## config.mk

```make
export PLATFORM = sky130hd
export DESIGN_NAME = dma_bus_arbiter
export DESIGN_NICKNAME = d
export VERILOG_FILES = /design/src/rtl/dma_arb_pkg.sv /design/src/rtl/dma_prio_enc.sv /design/src/rtl/dma_bus_arbiter.sv
export SDC_FILE = /design/constraint.sdc
export NUM_CORES = 1
export LEC_CHECK = 0
export CORE_MARGIN = 5
export CORE_UTILIZATION = 30
export CTS_BUF_LIST = sky130_fd_sc_hd__clkbuf_8
export CTS_CLUSTER_DIAMETER = 100
export CTS_CLUSTER_SIZE = 20
export DETAILED_ROUTE_END_ITERATION = 12
export DONT_BUFFER_PORTS = 1
export PLACE_DENSITY = 0.49
export SLEW_MARGIN = 15
export SYNTH_ARGS = -nofsm -noshare
export SYNTH_HDL_FRONTEND = slang
export SYNTH_HIERARCHICAL = 1
export SYNTH_SLANG_ARGS = --single-unit
```

## constraint.sdc

```tcl
create_clock -name clk -period 3.09 [get_ports clk]
set_input_delay 0.927 -clock clk [delete_from_list [all_inputs] [get_ports clk]]
set_output_delay 0.927 -clock clk [all_outputs]
set_load 0.01 [all_outputs]
```

## src/rtl/dma_arb_pkg.sv

```systemverilog
// Shared definitions for the DMA bus arbiter.
//   arb_state_e  : bus ownership state (CPU_OWN, HANDOFF, DMA_OWN, RELEASE)
//   NUM_DMA_CH   : number of DMA requesters
//   DEF_CPU_SLOT : default guaranteed CPU cycles after each DMA release
package dma_arb_pkg;

    localparam int NUM_DMA_CH   = 4;
    localparam int DEF_CPU_SLOT = 2;

    typedef enum logic [1:0] {
        CPU_OWN = 2'd0,
        HANDOFF = 2'd1,
        DMA_OWN = 2'd2,
        RELEASE = 2'd3
    } arb_state_e;

endpackage

```

## src/rtl/dma_prio_enc.sv

```systemverilog
// Fixed-priority encoder: the lowest-index bit of (req & ~excl) wins.
// Ports:
//   req   in  NUM_CH  request vector
//   excl  in  NUM_CH  bits removed from the competition
//   win   out NUM_CH  one-hot winner, zero when nothing is left
//   valid out 1       some bit survived the exclusion
// Purely combinational.
module dma_prio_enc
    import dma_arb_pkg::*;
#(
    parameter int NUM_CH = NUM_DMA_CH
) (
    input  logic [NUM_CH-1:0] req,
    input  logic [NUM_CH-1:0] excl,
    output logic [NUM_CH-1:0] win,
    output logic              valid
);

    logic [NUM_CH-1:0] cand;

    assign cand  = req & ~excl;
    assign valid = |cand;

    // Scan from the top down so the lowest set index is written last.
    always_comb begin
        win = '0;
        for (int i = NUM_CH - 1; i >= 0; i--) begin
            if (cand[i]) begin
                win    = '0;
                win[i] = 1'b1;
            end
        end
    end

endmodule

```

## src/rtl/dma_bus_arbiter.sv

```systemverilog
// Registered owner controller for the shared system memory bus.
// Pauses the CPU, grants one DMA channel at a time (channel 0 highest
// priority, preemption only at unit boundaries) and hands the bus back
// to the CPU for at least CPU_SLOT cycles after every DMA release.
// Ports:
//   clk, rst_b    clock; asynchronous active-low reset
//   dma_req       per-channel pending-transfer level
//   unit_done     per-channel pulse: one read+write unit finished
//   chan_done     per-channel pulse: whole transfer finished
//   mem_wait      memory busy; bus owner is frozen while high
//   cpu_paused    CPU is stalled at an access boundary
//   cpu_pause     stall request to the CPU
//   grant         one-hot channel grant
//   bus_sel_dma   bus mux select, 1 = DMA drives the bus
//   dma_active    any grant asserted
//   preempt_evt   one-cycle pulse on a priority preemption
// Handshake: a grant is only issued once cpu_pause and cpu_paused are
// both high and mem_wait is low; the owner only changes on a cycle with
// mem_wait low, and done pulses seen while mem_wait is high are dropped.
module dma_bus_arbiter
    import dma_arb_pkg::*;
#(
    parameter int NUM_CH   = NUM_DMA_CH,
    parameter int CPU_SLOT = DEF_CPU_SLOT
) (
    input  logic              clk,
    input  logic              rst_b,
    input  logic [NUM_CH-1:0] dma_req,
    input  logic [NUM_CH-1:0] unit_done,
    input  logic [NUM_CH-1:0] chan_done,
    input  logic              mem_wait,
    input  logic              cpu_paused,
    output logic              cpu_pause,
    output logic [NUM_CH-1:0] grant,
    output logic              bus_sel_dma,
    output logic              dma_active,
    output logic              preempt_evt
);

    // A zero-length slot still needs a 1-bit counter to exist.
    localparam int                CNT_W     = (CPU_SLOT > 0) ? $clog2(CPU_SLOT + 1) : 1;
    localparam logic [CNT_W-1:0]  SLOT_LOAD = CNT_W'(CPU_SLOT);
    localparam logic [CNT_W-1:0]  CNT_ONE   = CNT_W'(1);
    localparam logic [NUM_CH-1:0] CH_ONE    = NUM_CH'(1);

    arb_state_e        state_q, state_d;
    logic [CNT_W-1:0]  cnt_q, cnt_d;
    logic [NUM_CH-1:0] grant_q, grant_d;
    logic              cpu_pause_q, cpu_pause_d;
    logic              bus_sel_q, bus_sel_d;
    logic              dma_active_q, dma_active_d;
    logic              preempt_q, preempt_d;

    logic [NUM_CH-1:0] pick_excl, pick_win;
    logic [NUM_CH-1:0] hi_excl, hi_win;
    logic              pick_vld, hi_vld;
    logic              g_chan_done, g_unit_done, g_req;

    // Normal pick: any requester, minus the current owner while one exists.
    assign pick_excl = (state_q == DMA_OWN) ? grant_q : '0;
    // Higher-than-g pick: g-1 is the mask of indices below the one-hot g,
    // so its complement removes g and everything of lower priority.
    assign hi_excl   = ~(grant_q - CH_ONE);

    dma_prio_enc #(.NUM_CH(NUM_CH)) u_pick (
        .req   (dma_req),
        .excl  (pick_excl),
        .win   (pick_win),
        .valid (pick_vld)
    );

    dma_prio_enc #(.NUM_CH(NUM_CH)) u_hi_pick (
        .req   (dma_req),
        .excl  (hi_excl),
        .win   (hi_win),
        .valid (hi_vld)
    );

    // Events on non-granted channels are masked off here.
    assign g_chan_done = |(chan_done & grant_q);
    assign g_unit_done = |(unit_done & grant_q);
    assign g_req       = |(dma_req & grant_q);

    always_comb begin
        state_d     = state_q;
        cnt_d       = cnt_q;
        grant_d     = grant_q;
        cpu_pause_d = cpu_pause_q;
        preempt_d   = 1'b0;

        case (state_q)
            CPU_OWN: begin
                if (cnt_q != '0) begin
                    cnt_d = cnt_q - CNT_ONE;
                end
                if ((|dma_req) && (cnt_q == '0)) begin
                    cpu_pause_d = 1'b1;
                    state_d     = HANDOFF;
                end
            end
            HANDOFF: begin
                cpu_pause_d = 1'b1;
                if (dma_req == '0) begin
                    cpu_pause_d = 1'b0;
                    state_d     = CPU_OWN;
                end else if (cpu_paused && !mem_wait) begin
                    grant_d = pick_win;
                    state_d = DMA_OWN;
                end
            end
            DMA_OWN: begin
                if (!mem_wait) begin
                    // chan_done or a dropped request ends the channel and
                    // takes precedence over a simultaneous unit_done.
                    if (g_chan_done || !g_req) begin
                        if (pick_vld) begin
                            grant_d = pick_win;
                        end else begin
                            grant_d = '0;
                            state_d = RELEASE;
                        end
                    end else if (g_unit_done && hi_vld) begin
                        grant_d   = hi_win;
                        preempt_d = 1'b1;
                    end
                end
            end
            RELEASE: begin
                cpu_pause_d = 1'b0;
                cnt_d       = SLOT_LOAD;
                state_d     = CPU_OWN;
            end
            default: begin
                grant_d     = '0;
                cpu_pause_d = 1'b0;
                state_d     = CPU_OWN;
            end
        endcase

        bus_sel_d    = (state_d == DMA_OWN);
        dma_active_d = |grant_d;
    end

    always_ff @(posedge clk or negedge rst_b) begin
        if (!rst_b) begin
            state_q      <= CPU_OWN;
            cnt_q        <= '0;
            grant_q      <= '0;
            cpu_pause_q  <= 1'b0;
            bus_sel_q    <= 1'b0;
            dma_active_q <= 1'b0;
            preempt_q    <= 1'b0;
        end else begin
            state_q      <= state_d;
            cnt_q        <= cnt_d;
            grant_q      <= grant_d;
            cpu_pause_q  <= cpu_pause_d;
            bus_sel_q    <= bus_sel_d;
            dma_active_q <= dma_active_d;
            preempt_q    <= preempt_d;
        end
    end

    assign cpu_pause   = cpu_pause_q;
    assign grant       = grant_q;
    assign bus_sel_dma = bus_sel_q;
    assign dma_active  = dma_active_q;
    assign preempt_evt = preempt_q;

endmodule

```

==> run_results.csv, run 1 <==
group,metric,value,unit
clocking,cts_resized,0,
route,drt_iter0_drc,70,
finish,num_antenna_cells,0,
logic_synthesis,synth_area_per_cell,8.90,um^2
setup_path,crit_buf_inv,1,
die,core,4000,um^2
clocking,clock_latency,0.23,ns
placed_design,portBuffers,0,
global_route,grt-ovfl-total,0,
placed_design,dp_hpwl,2550,um
route,totalWireLength,3110,um
logic_synthesis,netlist_instances,139,
power_and_ir_drop,p_leak,0.000530,uW
timing,finalClockSkew,0.000704,ns
setup_path,path_cells,"inv_1, ha_1, xnor2_1, nand2b_1, nand4b_1, a21bo_1, a2111oi_0, o311ai_1, or4_1",
setup_path,max_stage_delay,0.54,ns
clocking,clock_sinks,12,
logic_synthesis,yosys.area.top_type_share,0.243,
logic_synthesis,synth_enable_flop_cells,0,
finish,layout_common_cells,"16 x nand2_1, 12 x dfrtp_1, 9 x inv_1, 9 x nand2b_1, 8 x ha_1",
finish,multi_input_area,858,um^2
die,ios,24,
clocking,htreeDepth,1,
die,die_w,74.2,um
logic_synthesis,ys_seq_area_frac,0.243,
die,rows,23,
clocking,cts_tree,"built",
logic_synthesis,synth.area.top_cells,"dfrtp_1 24%, ha_1 8.1%, nand2_1 4.9%, nand2b_1 4.6%, a2111oi_4 4.4%",
hold_path,worstHoldPathType,"input port to async pin",
route,vias_per_cell,5.55,
setup_path,worstSetupStartpointType,"flip-flop",
setup_path,crit_fanout,7,
route,first_pass_iters,4,
clocking,path_clk_slew,0.05,ns
global_route,antenna_found_initial,0,
timing,clock.fmax,358,MHz
die,die_y,74.2,um
route,ant_nets,0,
timing,relSlewSlack,0.552,
setup_path,crit_type,"flip-flop to flip-flop",
power_and_ir_drop,power_density,911,nW/um^2
setup_path,worst_path_dominant_cell_family,"simple AND/OR/NAND/NOR gates",
global_route,grt_pass1_vias,1076,
route,routedWlPerCell,16.2,um
global_route,grtUsageTotal,0.121,
clocking,cts_setup_buffers,0,
finish,drive_gt1_frac,0.155,
logic_synthesis,synthArstFlopShare,1.00,
timing,fin_crit,2.80,ns
finish,regArea,300,um^2
clocking,numCtsBuffers,3,
die,die_area,5510,um^2
finish,final_common_cell,"nand2_1",
finish,num-fill-cells,427,
global_route,grt_pass1_wl,5180,um
clocking,hold_buffers,0,
logic_synthesis,yosysWarnings,6,
logic_synthesis,synth_nets,163,
finish,nNetsFinal,167,
placed_design,dpl_cell_area,1280,um^2
outcome,outcome,"completed",
setup_path,required,3.19,ns
power_and_ir_drop,peakVddDrop,0.000188,V
setup_path,arrival,2.90,ns
logic_synthesis,synth_seq_cells,12,
die,initial_core_util,0.309,
power_and_ir_drop,finalPower,1220,uW
timing,slew_viol_final,0,
finish,finalInstanceArea,1340,um^2
clocking,cts_buffer_depth,2,
placed_design,gp_congestion,0.852,
logic_synthesis,synth_top_cell_by_area,"dfrtp_1",
timing,rsz0062_at_grt,"no",
timing,tightest_slew,0.670,ns
logic_synthesis,synth_ff_type,"dfrtp_1",
job,maxCapViolCount,0,
setup_path,critPathCaptureType,"flip-flop",
setup_path,critical_path.slowest_cell,"or4_1",
route,vias,1066,
timing,fin_tns_setup,0,ns
setup_path,regToRegSetupSlack,0.29,ns
finish,post-route-util,0.335,
finish,syn2layout_area_growth,8.29,%
clocking,root_buffer,"clkbuf_8",
timing,hold_viol,0,
route,drc,0,
logic_synthesis,netlist-cell-type-count,44,
logic_synthesis,syn_area,1240,um^2
timing,setup_viol,0,
timing,period_share,0.905,
global_route,grt_max_degree,13,
==> state kept, by name, summed over array words and instances (netlist names) <==
name,flops
bus_sel_dma,1
cnt_q,2
grant,4
cpu_pause,1
state_q,2
preempt_evt,1
dma_active,1
==> kinds of logic after synthesis <==
logic type	Yosys count	share of synthesized area
simple gates	63	0.317
compound gates	39	0.273
buf+inv	14	0.0637
flops	12	0.243
fa+ha+maj	8	0.0809
xor+xnor	2	0.0142
mux	1	0.00910
==> worst paths after layout <==
path,from,to,cells past startpoint
max in group asynchronous,rst_b,preempt_evt$_DFF_PN0_,0
max reg2reg,grant[1]$_DFF_PN0_,dma_active$_DFF_PN0_,9
min,rst_b,cpu_pause$_DFFE_PN0P_,0
min in group clk,cnt_q[0]$_DFFE_PN0P_,cnt_q[0]$_DFFE_PN0P_,1
min reg2reg,cnt_q[0]$_DFFE_PN0P_,cnt_q[0]$_DFFE_PN0P_,1
max,grant[1]$_DFF_PN0_,dma_active$_DFF_PN0_,9
==> synthesized netlist by cell type (3+ instances only) <==
cell type / count
nand2_1: 16
dfrtp_1: 12
inv_1: 9
nand2b_1: 9
ha_1: 8
a21oi_1: 7
nor2_1: 7
a22oi_1: 6
a2111oi_0: 5
and2_1: 5
nor3_1: 4
o311ai_1: 4
buf_6: 3
nor2b_1: 3
o21ai_0: 3
o21ai_1: 3
==> power by group <==
| group | internal, uW | leakage (uW) | switching, uW |
|---|---|---|---|
| clock network | 112 | 0.0000288 | 53.5 |
| logic | 320 | 0.000346 | 462 |
| registers | 216 | 0.000155 | 57.0 |
| total | 648 | 0.000530 | 573 |
==> layout make-up <==
| class | count | share of cell area |
|---|---|---|
| multi-input combinational | 113 | 0.641 |
| sequential | 12 | 0.224 |
| tap | 50 | 0.0467 |
| clock buffer | 4 | 0.0411 |
| inverter | 9 | 0.0252 |
| timing repair buffer | 4 | 0.0224 |
==> metal layers <==
| metal | wire, um | GRT usage |
|---|---|---|
| met1 | 1450 | 0.159 |
| met2 | 1410 | 0.188 |
| met3 | 208 | 0.0338 |
| met4 | 48 | 0.0455 |
| met5 | 0 | 0 |
==> stage by stage <==
step	std cells	setup WS [ns]	hold slack, ns
6_report	192	0.293	0.385
5_1_grt	192	0.0607	0.371
4_1_cts	192	0.265	0.380
3_5_place_dp	188	0.216	0.494
3_3_place_gp	188	0.268	0.471
2_1_floorplan	139	0.403	0.453
No activity file was read; power rests on OpenSTA's default activity.
==> inputs of run 2 (changes only) <==
--- a/config.mk
+++ b/config.mk
@@ -5,14 +5,14 @@
 export SDC_FILE = /design/constraint.sdc
 export NUM_CORES = 1
 export LEC_CHECK = 0
+export CAP_MARGIN = 10
 export CORE_MARGIN = 5
 export CORE_UTILIZATION = 30
 export CTS_BUF_LIST = sky130_fd_sc_hd__clkbuf_8
 export CTS_CLUSTER_DIAMETER = 100
 export CTS_CLUSTER_SIZE = 20
 export DETAILED_ROUTE_END_ITERATION = 12
-export DONT_BUFFER_PORTS = 1
-export PLACE_DENSITY = 0.49
+export PLACE_DENSITY = 0.56
 export SLEW_MARGIN = 15
 export SYNTH_ARGS = -nofsm -noshare
 export SYNTH_HDL_FRONTEND = slang
==> run_results.csv, run 2 (synthesized netlist as in run 1, its figures left out) <==
group,metric,value,unit
outcome,outcome,"completed",
die,initial_core_util,0.309,
setup_path,required,3.20,ns
global_route,grtUsageTotal,0.130,
route,vias_per_cell,5.20,
global_route,met2_usage,0.213,
clocking,numCtsBuffers,3,
route,ant_nets,0,
timing,slew_viol_final,0,
power_and_ir_drop,finalPower,1390,uW
global_route,grt_max_degree,13,
route,drt_iter0_drc,76,
timing,setup_viol,0,
global_route,top_usage_layer,"met2",
finish,layout_common_cells,"23 x clkdlybuf4s50_1, 17 x buf_4, 16 x nand2_1",
placed_design,gp_congestion,0.966,
setup_path,worst_path_dominant_cell_family,"compound AO/OA/AOI/OAI gates",
global_route,grt-ovfl-total,0,
clocking,cts_setup_buffers,0,
die,rows,23,
finish,final_common_cell,"clkdlybuf4s50_1",
die,die_w,74.2,um
clocking,path_clk_slew,0.05,ns
global_route,grtUsageMet1,0.168,
clocking,root_buffer,"clkbuf_8",
route,first_pass_iters,4,
finish,syn2layout_area_growth,35.5,%
timing,fin_crit,2.95,ns
timing,relSlewSlack,0.561,
route,drc,0,
clocking,htreeDepth,1,
job,maxCapViolCount,0,
global_route,grt_pass1_vias,1228,
setup_path,critPathCaptureType,"flip-flop",
finish,drive_gt1_frac,0.202,
setup_path,crit_buf_inv,1,
setup_path,crit_fanout,5,
timing,finalClockSkew,0.00197,ns
route,totalWireLength,3330,um
finish,nNetsFinal,203,
global_route,grt_pass1_wl,5610,um
global_route,use_met3,0.0203,
setup_path,critical_path.slowest_cell,"clkdlybuf4s50_1",
finish,post-route-util,0.419,
clocking,cts_buffer_depth,2,
setup_path,arrival,3.07,ns
die,ios,24,
timing,fin_tns_setup,0,ns
power_and_ir_drop,p_leak,0.000679,uW
clocking,clock_latency,0.24,ns
setup_path,max_stage_delay,0.55,ns
timing,tightest_slew,0.657,ns
die,die_y,74.2,um
route,vias,1185,
route,routedWlPerCell,14.6,um
clocking,cts_tree,"built",
placed_design,place_inst,224,
die,core,4000,um^2
timing,holdWs,0.491,ns
timing,period_share,0.956,
placed_design,dp_hpwl,2780,um
die,die_area,5510,um^2
finish,num-fill-cells,384,
global_route,antenna_found_initial,0,
timing,rsz0062_at_grt,"no",
finish,stdcell_count,228,
timing,hold_viol,0,
finish,num_antenna_cells,0,
placed_design,portBuffers,23,
power_and_ir_drop,power_density,826,nW/um^2
setup_path,worstSetupStartpointType,"input port",
setup_path,path_cells,"clkdlybuf4s50_1, nand2b_1, nand4b_1, a21bo_1, a2111oi_1, o311ai_1, or4_1",
power_and_ir_drop,peakVddDrop,0.000345,V
clocking,clock_sinks,12,
hold_path,worstHoldPathType,"flip-flop to flip-flop",
clocking,cts_resized,2,
clocking,hold_buffers,0,
finish,largest_register_ffs,4,
timing,clock.fmax,338,MHz
setup_path,crit_type,"input port to flip-flop",
-- run 2: power breakdown --
part | switching [uW] | leakage (uW) | internal (uW) | total (uW)
Clock | 57.8 | 0.0000288 | 113 | 170
Combinational | 503 | 0.000496 | 442 | 945
Sequential | 54.0 | 0.000155 | 216 | 270
Total | 615 | 0.000679 | 770 | 1390
-- run 2: through the flow --
step           cell area, um^2  setup WS (ns)
2_1_floorplan             1240          0.403
3_3_place_gp              1610         -0.122
3_5_place_dp              1610         -0.367
4_1_cts                   1670         0.0792
5_1_grt                   1680         0.0257
6_report                  1680          0.136
-- run 2: area by class of cell --
type,instances,area (um^2),area share
Clock buffer,4,55.1,0.0328
Inverter,9,33.8,0.0201
Multi-Input combinational cell,113,867,0.517
Sequential cell,12,300,0.179
Tap cell,50,62.6,0.0373
Timing Repair Buffer,40,358,0.213
-- run 2: final timing paths --
path                                           start                    to  cells past startpoint  slack [ns]
max in group asynchronous                      rst_b    grant[1]$_DFF_PN0_                      1        1.68
min in group asynchronous                      rst_b  cnt_q[0]$_DFFE_PN0P_                      1        1.05
worst min-delay path            cnt_q[0]$_DFFE_PN0P_  cnt_q[0]$_DFFE_PN0P_                      1        0.49
worst max-delay path                      dma_req[1]  dma_active$_DFF_PN0_                      7        0.14
worst max register to register    grant[1]$_DFF_PN0_  dma_active$_DFF_PN0_                     11        0.37
worst min register to register  cnt_q[0]$_DFFE_PN0P_  cnt_q[0]$_DFFE_PN0P_                      1        0.49
-- run 2: worst register-to-register path, cell delays in order, from the launching register on --
cell	delay [ns]
dfrtp_1	0.48
inv_1	0.10
ha_1	0.20
xnor2_1	0.19
nand2b_1	0.16
nand4b_1	0.12
buf_4	0.16
nand2_1	0.05
a21oi_1	0.04
a2111oi_1	0.41
o311ai_1	0.16
or4_1	0.51
-- run 2: metal layers --
layer  routed length (um)  vias up
met5                    0        -
met4                  112        0
met3                  158        9
met2                 1550       37
met1                 1510      541
li1                     -      598
